==> src/rtl/stream_framer_pkg.sv <==
// Shared definitions for stream_framer: register word addresses,
// CTRL register bit positions and the framing FSM state encoding.
package stream_framer_pkg;

    localparam logic [7:0] ADDR_CTRL      = 8'h00;
    localparam logic [7:0] ADDR_STATUS    = 8'h01;
    localparam logic [7:0] ADDR_FRAME_CNT = 8'h02;
    localparam logic [7:0] ADDR_ZERO_CNT  = 8'h03;

    localparam int unsigned CTRL_EN_BIT    = 0;
    localparam int unsigned CTRL_FLUSH_BIT = 1;

    typedef enum logic {
        ST_IDLE  = 1'b0,
        ST_FRAME = 1'b1
    } state_e;

endpackage

==> src/rtl/stream_framer_sync_fifo.sv <==
// sync_fifo: single-clock FIFO with occupancy count.
// Ports:
//   clk_i, rst_ni      clock, synchronous active-low reset
//   flush_i            empties the FIFO; push/pop in the same cycle are dropped
//   push_i, wdata_i    write strobe/data, ignored while full
//   pop_i, rdata_o     read strobe, head entry (valid while not empty)
//   full_o, empty_o    status flags
//   count_o            number of stored entries (0..DEPTH)
module sync_fifo #(
    parameter int unsigned WIDTH = 8,
    parameter int unsigned DEPTH = 16,
    localparam int unsigned AW   = $clog2(DEPTH)
) (
    input  logic             clk_i,
    input  logic             rst_ni,
    input  logic             flush_i,
    input  logic             push_i,
    input  logic [WIDTH-1:0] wdata_i,
    input  logic             pop_i,
    output logic [WIDTH-1:0] rdata_o,
    output logic             full_o,
    output logic             empty_o,
    output logic [AW:0]      count_o
);

    logic [WIDTH-1:0] mem_q [DEPTH];
    logic [AW-1:0]    wr_ptr_q, rd_ptr_q;
    logic [AW:0]      count_q;
    logic             do_push, do_pop;

    assign full_o  = (count_q == (AW+1)'(DEPTH));
    assign empty_o = (count_q == '0);
    assign count_o = count_q;
    assign rdata_o = mem_q[rd_ptr_q];

    assign do_push = push_i && !full_o;
    assign do_pop  = pop_i && !empty_o;

    // Pointers wrap naturally because DEPTH is a power of two.
    always_ff @(posedge clk_i) begin
        if (!rst_ni || flush_i) begin
            wr_ptr_q <= '0;
            rd_ptr_q <= '0;
            count_q  <= '0;
        end else begin
            if (do_push) wr_ptr_q <= wr_ptr_q + 1'b1;
            if (do_pop)  rd_ptr_q <= rd_ptr_q + 1'b1;
            if (do_push && !do_pop)
                count_q <= count_q + 1'b1;
            else if (do_pop && !do_push)
                count_q <= count_q - 1'b1;
        end
    end

    always_ff @(posedge clk_i) begin
        if (do_push) mem_q[wr_ptr_q] <= wdata_i;
    end

endmodule

==> src/rtl/stream_framer.sv <==
// stream_framer: pairs a stream of data beats with a stream of frame
// lengths and emits framed beats with an end-of-frame marker.
// Ports:
//   CLK, RST_N                         clock, synchronous active-low reset
//   din_value/din_en/din_rdy           data beat input
//   len_value/len_en/len_rdy           frame length input (in beats)
//   dout_value/dout_last/dout_rdy/dout_en  framed output, popped by dout_en
//   cfg_address/cfg_data_in/cfg_op/cfg_en/cfg_data_out/cfg_rdy
//                                      register port (CTRL, STATUS, counters)
module stream_framer
    import stream_framer_pkg::*;
#(
    parameter int unsigned DATA_W     = 8,
    parameter int unsigned LEN_W      = 8,
    parameter int unsigned DATA_DEPTH = 16,
    parameter int unsigned LEN_DEPTH  = 4
) (
    input  logic              CLK,
    input  logic              RST_N,
    input  logic [DATA_W-1:0] din_value,
    input  logic              din_en,
    output logic              din_rdy,
    input  logic [LEN_W-1:0]  len_value,
    input  logic              len_en,
    output logic              len_rdy,
    output logic [DATA_W-1:0] dout_value,
    output logic              dout_last,
    output logic              dout_rdy,
    input  logic              dout_en,
    input  logic [7:0]        cfg_address,
    input  logic [31:0]       cfg_data_in,
    input  logic              cfg_op,
    input  logic              cfg_en,
    output logic [31:0]       cfg_data_out,
    output logic              cfg_rdy
);

    localparam int unsigned DCW = $clog2(DATA_DEPTH) + 1;
    localparam int unsigned LCW = $clog2(LEN_DEPTH) + 1;

    state_e          state_q, state_d;
    logic [LEN_W-1:0] remaining_q, remaining_d;
    logic            ctrl_en_q, ctrl_en_d;
    logic [31:0]     frame_cnt_q, frame_cnt_d;
    logic [31:0]     zero_cnt_q, zero_cnt_d;

    logic            data_full, data_empty, len_full, len_empty;
    logic [DCW-1:0]  data_count;
    logic [LCW-1:0]  len_count;
    logic [LEN_W-1:0] len_head;
    logic            len_pop, data_pop;
    logic            frame_inc, zero_inc;
    logic            cfg_wr, flush;
    logic [7:0]      data_occ, len_occ;
    logic            unused_cfg_bits;

    assign cfg_rdy  = RST_N;
    assign din_rdy  = !data_full;
    assign len_rdy  = !len_full;
    assign cfg_wr   = cfg_en && cfg_op && cfg_rdy;
    assign flush    = cfg_wr && (cfg_address == ADDR_CTRL) && cfg_data_in[CTRL_FLUSH_BIT];
    assign data_pop = dout_en && dout_rdy;
    assign data_occ = 8'(data_count);
    assign len_occ  = 8'(len_count);
    assign unused_cfg_bits = ^cfg_data_in[31:2];

    sync_fifo #(.WIDTH(DATA_W), .DEPTH(DATA_DEPTH)) u_data_fifo (
        .clk_i   (CLK),
        .rst_ni  (RST_N),
        .flush_i (flush),
        .push_i  (din_en),
        .wdata_i (din_value),
        .pop_i   (data_pop),
        .rdata_o (dout_value),
        .full_o  (data_full),
        .empty_o (data_empty),
        .count_o (data_count)
    );

    sync_fifo #(.WIDTH(LEN_W), .DEPTH(LEN_DEPTH)) u_len_fifo (
        .clk_i   (CLK),
        .rst_ni  (RST_N),
        .flush_i (flush),
        .push_i  (len_en),
        .wdata_i (len_value),
        .pop_i   (len_pop),
        .rdata_o (len_head),
        .full_o  (len_full),
        .empty_o (len_empty),
        .count_o (len_count)
    );

    always_ff @(posedge CLK) begin
        if (!RST_N) begin
            state_q     <= ST_IDLE;
            remaining_q <= '0;
            ctrl_en_q   <= 1'b1;
            frame_cnt_q <= '0;
            zero_cnt_q  <= '0;
        end else begin
            state_q     <= state_d;
            remaining_q <= remaining_d;
            ctrl_en_q   <= ctrl_en_d;
            frame_cnt_q <= frame_cnt_d;
            zero_cnt_q  <= zero_cnt_d;
        end
    end

    always_comb begin
        state_d     = state_q;
        remaining_d = remaining_q;
        len_pop     = 1'b0;
        dout_rdy    = 1'b0;
        dout_last   = 1'b0;
        frame_inc   = 1'b0;
        zero_inc    = 1'b0;
        case (state_q)
            ST_IDLE: begin
                // EN only gates taking a new length; a running frame completes.
                if (ctrl_en_q && !len_empty) begin
                    len_pop = 1'b1;
                    if (len_head == '0) begin
                        zero_inc = 1'b1;
                    end else begin
                        remaining_d = len_head;
                        state_d     = ST_FRAME;
                    end
                end
            end
            ST_FRAME: begin
                dout_rdy  = !data_empty;
                dout_last = dout_rdy && (remaining_q == LEN_W'(1));
                if (dout_en && dout_rdy) begin
                    remaining_d = remaining_q - 1'b1;
                    if (remaining_q == LEN_W'(1)) begin
                        frame_inc = 1'b1;
                        state_d   = ST_IDLE;
                    end
                end
            end
            default: state_d = ST_IDLE;
        endcase
        // Flush wins over any pop in the same cycle; nothing is counted.
        if (flush) begin
            state_d     = ST_IDLE;
            remaining_d = '0;
            frame_inc   = 1'b0;
            zero_inc    = 1'b0;
        end
    end

    // Counter clear takes priority over a same-cycle increment.
    always_comb begin
        ctrl_en_d   = ctrl_en_q;
        frame_cnt_d = frame_inc ? frame_cnt_q + 32'd1 : frame_cnt_q;
        zero_cnt_d  = zero_inc  ? zero_cnt_q  + 32'd1 : zero_cnt_q;
        if (cfg_wr) begin
            case (cfg_address)
                ADDR_CTRL:      ctrl_en_d   = cfg_data_in[CTRL_EN_BIT];
                ADDR_FRAME_CNT: frame_cnt_d = '0;
                ADDR_ZERO_CNT:  zero_cnt_d  = '0;
                default: ;
            endcase
        end
    end

    always_comb begin
        cfg_data_out = '0;
        if (cfg_en && !cfg_op) begin
            case (cfg_address)
                ADDR_CTRL:      cfg_data_out = {31'd0, ctrl_en_q};
                ADDR_STATUS:    cfg_data_out = {8'd0, len_occ, data_occ, 7'd0, (state_q == ST_FRAME)};
                ADDR_FRAME_CNT: cfg_data_out = frame_cnt_q;
                ADDR_ZERO_CNT:  cfg_data_out = zero_cnt_q;
                default:        cfg_data_out = '0;
            endcase
        end
    end

endmodule

==> config.mk <==
export PLATFORM = sky130hd
export DESIGN_NAME = stream_framer
export DESIGN_NICKNAME = d
export VERILOG_FILES = /design/src/rtl/stream_framer_pkg.sv /design/src/rtl/stream_framer_sync_fifo.sv /design/src/rtl/stream_framer.sv
export SDC_FILE = /design/constraint.sdc
export NUM_CORES = 1
export LEC_CHECK = 0
export ABC_CLOCK_PERIOD_IN_PS = 12000
export CAP_MARGIN = 30
export CORE_AREA = 2 2 148 150
export CTS_CLUSTER_DIAMETER = 80
export CTS_CLUSTER_SIZE = 25
export DETAILED_ROUTE_END_ITERATION = 7
export DIE_AREA = 0 0 150 152
export GPL_ROUTABILITY_DRIVEN = 0
export PLACE_DENSITY = 0.81
export SETUP_SLACK_MARGIN = 0.5
export SYNTH_ARGS = -nofsm -noshare
export SYNTH_HDL_FRONTEND = slang
export SYNTH_SLANG_ARGS = --single-unit
==> constraint.sdc <==
create_clock -name CLK -period 12 [get_ports CLK]
set_input_delay 3.6 -clock CLK [delete_from_list [all_inputs] [get_ports CLK]]
set_output_delay 3.6 -clock CLK [all_outputs]
set_load 0.005 [all_outputs]
==> metrics <==
status=complete, no violations; CP Launch Type=input port; Switching Power=slightly below 0.6 mW; vias in the first global route=roughly 7200; routed vias=approximately 7500; fin crit period=9.987 ns; drt first pass iters=5; Die Wd=approximately 150 um; Logic pwr share=approximately a fifth; CP Class=input port to primary output; die footprint=between 20000 and 25000 um2; Slew @ Worst Pin=slightly above 1 ns; clk_skew=about 0.018 ns; Setup WS pre-CTS=roughly 2.1 ns; most used flip-flop cell after synthesis=edfxtp_1; All-Layer GR Usage=between 20% and 30%; Hold Violations, Final=0; max cap viols=0; share of layout cells above drive strength 1=9.635%; met3 Use GR=2.733%; Reg power frac=about half; R2R setup slack=about 8.7 ns; Power Density=approximately 160 nW/um2; reg2reg end=u_data_fifo.count_o[4]$_SDFFE_PP0P_; Port-buffer cells=between 70 and 80; hold slack=0.4997 ns; CP endpoint=cfg_data_out[13]; Critical Path Source=cfg_address[3]; # hold bufs at CTS=0; Clk pwr share=a little over a quarter; # nets final=~1100; Cell Area, Synth=roughly 11000 um2; DR vias/cell=a little under 6; slew margin rel.=a little under a third; Max Transition Viols Final=0; reg2reg start=u_data_fifo.count_o[0]$_SDFFE_PP0P_; Synth Net Count=roughly 1000; Tcrit/Tclk final=between 80% and 90%; FP Rows=54; f_max=about 100 MHz; Die Ht=approximately 150 um; final setup fails=0; setup TNS=0 ns; RSZ-0062 raised after global routing=no; antenna cells=0; Internal=1.462 mW; first-pass GRT wire length=just under 40000 um; Seq/Total Area, Yosys=about three fifths; final WL=between 20000 and 25000 um; synthesized flop and latch total=260; number of warnings issued by yosys=0; crit-path max FO=24; Mapped Avg Cell Area=12.49 um2; Initial DRC Count=approximately 590; CTS tree=done; Leak=between 4 and 5 nW; total congestion overflow=0; HP Class=flip-flop to flip-flop; post-CTS setup buffer count=0; Initial Util=53.70%; Worst-path clk slew=~0.09 ns; Placeable Area=around 21000 um2; Max VDD drop=129.3 uV; most used routing layer=met2; most common cell after layout, fill and taps aside=edfxtp_1; CTS Root Cell=clkbuf_16; pin count of the biggest net entering global routing=33; met1 Track Usage GR=a little under a third; Mapped Cells=~920; ys async rst share=0%; IO Pins=108; DR WL/cell=~19 um; total CTS buffers=15; Area growth, synth to finish=13.77%; final worst setup slack=2.013 ns; Tot Pwr=around 2.0 mW; met2 GRT Util=roughly a third; Clk Latency, worst-skew pair=~0.50 ns; Switching Fraction=approximately 28%; most frequent cells in the layout=edfxtp_1 (160), nor2_1 (144), dfxtp_1 (99); clk sinks=between 200 and 300; CTS H-tree depth=1; DP HPWL=16270 um; PostCTS Resize Cnt=0; DRC violations left=0; CP arrival=about 6.4 ns; CP required=around 8.4 ns; Post-synth EDFFs=160; buffer depth of the longest clock path=3; synth unique cells=between 50 and 60; DRT antenna net count=0; initial antenna violation count=0; CP endpoint kind=primary output; Worst Reg2Reg Path Length in Cells=13
cell families after synthesis:
kind of cell | share of synthesized area, %
flops | 59.37
compound gates | 5.009
simple gates | 14.79
fa+ha+maj | 2.423
mux | 10.67
xor+xnor | 5.271
buf+inv | 2.466
registers in the layout, indices dropped and copies added (netlist names), named ones only:
name                  count
u_data_fifo.mem_q       128
frame_cnt_q              32
u_len_fifo.mem_q         32
zero_cnt_q               32
remaining_q               8
u_data_fifo.count_o       5
u_data_fifo.rd_ptr_q      4
u_data_fifo.wr_ptr_q      4
u_len_fifo.count_o        3
u_len_fifo.rd_ptr_q       2
u_len_fifo.wr_ptr_q       2
ctrl_en_q                 1
state_q                   1
worst min path at each step:
stage	from	endpoint	depth (start not counted)
2_1_floorplan	remaining_q[7]$_SDFFE_PP0P_	remaining_q[7]$_SDFFE_PP0P_	2
3_3_place_gp	remaining_q[7]$_SDFFE_PP0P_	remaining_q[7]$_SDFFE_PP0P_	2
3_5_place_dp	remaining_q[7]$_SDFFE_PP0P_	remaining_q[7]$_SDFFE_PP0P_	2
4_1_cts	remaining_q[7]$_SDFFE_PP0P_	remaining_q[7]$_SDFFE_PP0P_	2
5_1_grt	remaining_q[5]$_SDFFE_PP0P_	remaining_q[5]$_SDFFE_PP0P_	2
6_report	remaining_q[7]$_SDFFE_PP0P_	remaining_q[7]$_SDFFE_PP0P_	2
power by group through the flow:
stage / registers [mW] / logic (mW) / clock network [mW]
finish: 1.06 / 0.434 / 0.547
global route: 1.07 / 0.479 / 0.586
CTS: 1.06 / 0.436 / 0.557
detailed placement: 1.08 / 0.433 / 0
global placement: 1.07 / 0.418 / 0
floorplan: 1.05 / 0.324 / 0
per-layer routing:
layer,vias to the layer above,wire [um]
met4,0,429
met3,32,1492
met5,-,0
met1,3665,10670
met2,272,11550
li1,3489,-
cell usage after synthesis (16+ instances only):
cell	count	area share, %
clkbuf_1	35	1.1
xor2_1	45	3.4
o21ai_0	16	0.70
dfxtp_1	100	17
nand2_1	48	1.6
nand3_1	24	1.0
nor2_1	144	4.7
a22oi_1	23	1.5
edfxtp_1	160	42
ha_1	19	2.1
mux4_2	49	9.6
xnor2_1	24	1.8
a21oi_1	40	1.7
inv_1	20	0.65
nand4_1	28	1.5
and3_1	24	1.3
final cells by class:
cell class	count	area, um2
fill	1655	8307
timing repair buffer	92	950.9
tap	280	350.3
inverter	22	82.58
clock buffer	22	411.6
multi-input combinational	586	4387
sequential	260	6808
clock inverter	4	53.80
stage by stage:
stage                     std cells  instance area, um2  util, %
after floorplan                 918               11460        -
after global placement         1236               12480    58.46
after detailed placement       1240               12580    58.91
after CTS                      1266               13040    61.09
after global routing           1266               13040    61.09
final                          1266               13040    61.09
worst max-delay path: stages:
cell and delay [ns]:
clkdlybuf4s50_1 0.39, or4_1 0.61, nor2_1 0.16, and3_1 0.73, a22oi_1 0.22, nor2_1 0.15
clkdlybuf4s50_1 0.52
No activity file was read; power rests on OpenSTA's default activity.
